$ cat src/rtl/mem_pause_ctrl_pkg.sv
// Shared CPU constants for the memory pause sequencer: FSM encoding,
// default timeout, fetch byte-enable and the registered bus transfer record.
package mem_pause_ctrl_pkg;

  typedef enum logic [1:0] {
    ST_IDLE       = 2'd0,
    ST_DATA_WAIT  = 2'd1,
    ST_INSTR_WAIT = 2'd2
  } mp_state_e;

  localparam int         DEFAULT_TIMEOUT_CYCLES = 255;
  localparam logic [3:0] FETCH_SEL              = 4'hF;

  typedef struct packed {
    logic        wen;
    logic [31:0] addr;
    logic [31:0] wdata;
    logic [3:0]  sel;
  } bus_xfer_t;

  function automatic bus_xfer_t fetch_xfer(input logic [31:0] addr);
    bus_xfer_t x;
    x.wen   = 1'b0;
    x.addr  = addr;
    x.wdata = 32'h0;
    x.sel   = FETCH_SEL;
    return x;
  endfunction

endpackage

$ cat src/rtl/mem_pause_timer.sv
// Wait-state counter: cleared by clr, counts enabled cycles, flags expire
// on the cycle that would bring the count to TIMEOUT_CYCLES.
module mem_pause_timer
  import mem_pause_ctrl_pkg::*;
#(
  parameter int TIMEOUT_CYCLES = DEFAULT_TIMEOUT_CYCLES
) (
  input  logic clk,
  input  logic rst,
  input  logic clr,
  input  logic en,
  output logic expire
);

  localparam int CW = $clog2(TIMEOUT_CYCLES + 1);

  logic [CW-1:0] cnt;

  always_ff @(posedge clk or posedge rst) begin
    if (rst)       cnt <= '0;
    else if (clr)  cnt <= '0;
    else if (en)   cnt <= cnt + CW'(1);
  end

  assign expire = en & (cnt == CW'(TIMEOUT_CYCLES - 1));

endmodule

$ cat src/rtl/mem_pause_ctrl.sv
// Serialises IF and MEM accesses onto one req/ack bus and pauses the pipeline
// until both complete. Optional wait-state timeout: MEM_PAUSE_TIMEOUT_EN.
module mem_pause_ctrl
  import mem_pause_ctrl_pkg::*;
#(
  parameter int TIMEOUT_CYCLES = DEFAULT_TIMEOUT_CYCLES
) (
  input  logic        clk,
  input  logic        rst,
  input  logic        if_req_i,
  input  logic [31:0] if_addr_i,
  input  logic        mem_req_i,
  input  logic        mem_wen_i,
  input  logic [31:0] mem_addr_i,
  input  logic [31:0] mem_wdata_i,
  input  logic [3:0]  mem_sel_i,
  output logic        bus_req_o,
  output logic        bus_wen_o,
  output logic [31:0] bus_addr_o,
  output logic [31:0] bus_wdata_o,
  output logic [3:0]  bus_sel_o,
  input  logic        bus_ack_i,
  input  logic [31:0] bus_rdata_i,
  output logic [31:0] if_rdata_o,
  output logic [31:0] mem_rdata_o,
  output logic        pause_o,
  output logic        bus_err_o,
  output logic        bus_err_instr_o
);

  mp_state_e state;
  bus_xfer_t xfer;
  bus_xfer_t data_xfer;
  logic      if_done, mem_done;
  logic      if_pend, mem_pend;
  logic      tmo;

  assign if_pend = if_req_i & ~if_done;
  assign mem_pend = mem_req_i & ~mem_done;
  assign pause_o = if_pend | mem_pend;

  assign data_xfer = '{wen: mem_wen_i, addr: mem_addr_i, wdata: mem_wdata_i, sel: mem_sel_i};

  assign bus_wen_o   = xfer.wen;
  assign bus_addr_o  = xfer.addr;
  assign bus_wdata_o = xfer.wdata;
  assign bus_sel_o   = xfer.sel;

`ifdef MEM_PAUSE_TIMEOUT_EN
  logic err_q, err_instr_q;

  mem_pause_timer #(.TIMEOUT_CYCLES(TIMEOUT_CYCLES)) u_timer (
    .clk    (clk),
    .rst    (rst),
    .clr    (~bus_req_o | bus_ack_i | tmo),
    .en     (bus_req_o & ~bus_ack_i),
    .expire (tmo)
  );

  always_ff @(posedge clk or posedge rst) begin
    if (rst) begin
      err_q       <= 1'b0;
      err_instr_q <= 1'b0;
    end else begin
      err_q       <= tmo;
      err_instr_q <= tmo & (state == ST_INSTR_WAIT);
    end
  end

  assign bus_err_o       = err_q;
  assign bus_err_instr_o = err_instr_q;
`else
  logic unused_tmo_cfg;
  assign unused_tmo_cfg  = |TIMEOUT_CYCLES;
  assign tmo             = 1'b0;
  assign bus_err_o       = 1'b0;
  assign bus_err_instr_o = 1'b0;
`endif

  // Flags clear on the advancing edge; a set in the same edge cannot occur
  // because a WAIT state always implies pause_o is high.
  always_ff @(posedge clk or posedge rst) begin
    if (rst) begin
      state       <= ST_IDLE;
      if_done     <= 1'b0;
      mem_done    <= 1'b0;
      bus_req_o   <= 1'b0;
      xfer        <= '0;
      if_rdata_o  <= '0;
      mem_rdata_o <= '0;
    end else begin
      if (!pause_o) begin
        if_done  <= 1'b0;
        mem_done <= 1'b0;
      end
      case (state)
        ST_IDLE: begin
          if (mem_pend) begin
            xfer      <= data_xfer;
            bus_req_o <= 1'b1;
            state     <= ST_DATA_WAIT;
          end else if (if_pend) begin
            xfer      <= fetch_xfer(if_addr_i);
            bus_req_o <= 1'b1;
            state     <= ST_INSTR_WAIT;
          end
        end
        ST_DATA_WAIT: begin
          if (bus_ack_i || tmo) begin
            mem_done <= 1'b1;
            if (tmo)            mem_rdata_o <= '0;
            else if (!xfer.wen) mem_rdata_o <= bus_rdata_i;
            // Chain straight into the fetch to save the IDLE cycle.
            if (if_pend) begin
              xfer  <= fetch_xfer(if_addr_i);
              state <= ST_INSTR_WAIT;
            end else begin
              bus_req_o <= 1'b0;
              state     <= ST_IDLE;
            end
          end
        end
        ST_INSTR_WAIT: begin
          if (bus_ack_i || tmo) begin
            if_done    <= 1'b1;
            if_rdata_o <= tmo ? 32'h0 : bus_rdata_i;
            bus_req_o  <= 1'b0;
            state      <= ST_IDLE;
          end
        end
        default: begin
          bus_req_o <= 1'b0;
          state     <= ST_IDLE;
        end
      endcase
    end
  end

endmodule

$ cat config.mk
export PLATFORM = sky130hd
export DESIGN_NAME = mem_pause_ctrl
export DESIGN_NICKNAME = d
export VERILOG_FILES = /design/src/rtl/mem_pause_ctrl_pkg.sv /design/src/rtl/mem_pause_timer.sv /design/src/rtl/mem_pause_ctrl.sv
export SDC_FILE = /design/constraint.sdc
export NUM_CORES = 1
export LEC_CHECK = 0
export BUFFER_PORTS_ARGS = -buffer_cell sky130_fd_sc_hd__buf_2
export CORE_UTILIZATION = 30
export CTS_CLUSTER_SIZE = 25
export DETAILED_ROUTE_END_ITERATION = 8
export GPL_TIMING_DRIVEN = 0
export SLEW_MARGIN = 20
export SYNTH_ARGS = -nofsm -noshare
export SYNTH_HDL_FRONTEND = slang
export SYNTH_SLANG_ARGS = --single-unit
$ cat constraint.sdc
create_clock -name clk -period 4.75 [get_ports clk]
set_clock_uncertainty 0.05 [all_clocks]
set_input_delay 0.95 -clock clk [delete_from_list [all_inputs] [get_ports clk]]
set_output_delay 0.95 -clock clk [all_outputs]
set_load 0.1 [all_outputs]
==> flow_metrics.py <==
metrics = {
    "cts": {
        "clk_latency_ns": 0.41,
        "cts_setup_buffers": 0,
        "cts_tree": "yes",
        "postCtsResizedCells": 0,
        "cts_max_path_buffers": 2,
        "clkSlewWorstSetupHoldPaths_ns": 0.06,
        "numClockSinks": 138,
        "cts_root_buf": "clkbuf_16",
        "ctsHtreeMaxLevel": 4,
        "postCtsHoldBufs": 0,
        "cts_buffers": 17,
    },
    "critical_path": {
        "crit_required_ns": 3.75,
        "r2r-start": "state[1]",
        "r2r_cells": 6,
        "criticalPathCategory": "input port to output pin",
        "worstPathMaxFanout": 6,
        "reg2reg_to": "mem_rdata_o[16]",
        "r2r_setup_slack_ns": 2.83,
        "cp-start-kind": "input port",
        "end_kind": "output pin",
        "arrival_ns": 1.72,
    },
    "global_routing": {
        "grt_pass1_vias": 4436,
        "grt_usage": 0.158,
        "overflow": 0,
        "grt_max_degree": 87,
        "grt_first_pass_wirelength_mm": 22.1,
        "antenna_found_initial": 0,
    },
    "synthesis": {
        "yosysSeqAreaShare": 0.636,
        "ys_seq_elements": 138,
        "synth_area_sq_mm": 0.00543,
        "ys_warn_count": 0,
        "synthCells": 363,
        "yosysUniqueCellTypes": 28,
        "syn_area_per_cell_sq_um": 14.9,
    },
    "timing": {
        "finalHoldViolCount": 0,
        "setup_violations": 0,
        "fin_crit_sh": 0.573,
        "tightest_slew_ns": 0.585,
        "setup_tns_ns": 0,
        "drv_slew": 0,
        "max_freq_ghz": 0.367,
        "rsz0062_at_grt": "false",
        "min_period_ns": 2.72,
        "slew_headroom": 0.610,
    },
    "drt": {
        "wire_per_inst_microns": 16.1,
        "antenna_left": 0,
        "avgViaCountPerCell": 4.62,
        "drtPass1Iterations": 4,
        "drtIter0Drc": 122,
        "wirelength_mm": 14.3,
        "drcViolationCount": 0,
        "vias": 4132,
    },
    "job": {
        "maxCapViolations": 0,
    },
    "layout": {
        "final_cell_mix": "buf_2 (285), dfrtp_1 (138), mux2_2 (63), a22o_1 (34), nand2b_1 (33)",
        "area_growth_pct": 41.6,
        "nets": 794,
        "drive_gt1_frac": 0.601,
        "antenna_cells": 0,
        "layout_commonest_cell": "buf_2",
    },
    "min_path": {
        "whs_endpoint": "mem_done",
        "hp-class": "register to register",
        "min_from": "mem_done",
        "min_path_cells": 2,
    },
    "floorplanning": {
        "die_area_sq_mm": 0.0186,
        "ios": 275,
        "die_h_microns": 136,
        "die_width_microns": 136,
        "core_sq_mm": 0.0175,
        "core.rowCount": 48,
        "initial_core_util": 0.310,
    },
    "run_status": {
        "outcome": "completed",
    },
    "placed_design": {
        "place_hpwl_mm": 11.0,
        "place_congestion": 0.767,
        "io_buffers": 272,
    },
}
## stage by stage
step	util	area, sq um	worst slack, ns	std cells	hold WS, ns
after floorplan	-	5430	0.0538	364	0.411
after global placement	0.405	7070	-1.27	861	0.423
after detailed placement	0.407	7110	2.01	862	0.432
after CTS	0.440	7690	2.02	894	0.448
after global routing	0.440	7690	1.99	894	0.464
final	0.440	7690	2.03	894	0.445
## kinds of logic (layout without fill, tap and decap cells)
logic type	Yosys count	count (layout)	synth area share
compound gates	77	77	0.135
buf+inv	30	335	0.0348
other cells	1	2	0.000691
mux	65	65	0.135
flops	138	138	0.636
simple gates	52	52	0.0583
## cell type report
class	count	area, sq um
buffer	28	181
clock buffer	17	425
clock inverter	15	153
fill	1673	9790
inverter	2	15.0
multi-input combinational	196	1790
sequential	138	3450
tap	225	282
timing repair buffer	273	1390
## critical path, stage by stage
cell and delay [ns]:
buf_2 0.10, nand2b_2 0.10, nand2_1 0.12, buf_2 0.45
## sequential cells by signal, indices dropped and copies added, names as in the netlist, 2 cells and up
name / count
state: 2
bus_sel_o: 4
bus_addr_o: 32
bus_wdata_o: 32
mem_rdata_o: 32
if_rdata_o: 32
## synthesized netlist by cell type
master | number | area share
nor2_2 | 1 | 0.0012
o221a_1 | 30 | 0.062
nand3b_1 | 1 | 0.0014
conb_1 | 1 | 0.00069
nand2b_1 | 33 | 0.038
nor3_2 | 1 | 0.0018
dfrtp_1 | 138 | 0.64
clkbuf_1 | 2 | 0.0014
inv_1 | 2 | 0.0014
mux2_1 | 1 | 0.0021
mux2_2 | 63 | 0.13
nor2b_2 | 1 | 0.0016
or3_1 | 1 | 0.0012
nand2b_2 | 2 | 0.0032
a22o_1 | 34 | 0.055
nand2_1 | 7 | 0.0048
buf_4 | 10 | 0.014
nor2b_1 | 3 | 0.0035
a21oi_1 | 4 | 0.0037
nor3_1 | 1 | 0.00092
nor2_1 | 1 | 0.00069
buf_2 | 13 | 0.012
buf_6 | 3 | 0.0062
o22a_1 | 4 | 0.0065
a22oi_1 | 1 | 0.0014
o22ai_1 | 2 | 0.0023
o221a_2 | 2 | 0.0042
mux2i_1 | 1 | 0.0018
## routing by layer
layer / track usage / routed length (microns) / vias to the layer above
met5: 0 / 0 / -
met4: 0.0593 / 284 / 0
met2: 0.264 / 7080 / 187
met3: 0.0689 / 1270 / 21
met1: 0.177 / 5720 / 1989
li1: - / - / 1935
## how the worst max path moves through the flow
stage | from | to | slack (ns)
floorplan | rst | bus_addr_o[0] | 0.05
global route | if_req_i | pause_o | 1.99
detailed placement | if_req_i | pause_o | 2.01
CTS | if_req_i | pause_o | 2.02
finish | if_req_i | pause_o | 2.03
global placement | rst | bus_addr_o[0] | -1.27
Power is not shown: default switching activity piles up to over one toggle a cycle in this logic, so the estimate is an artifact.
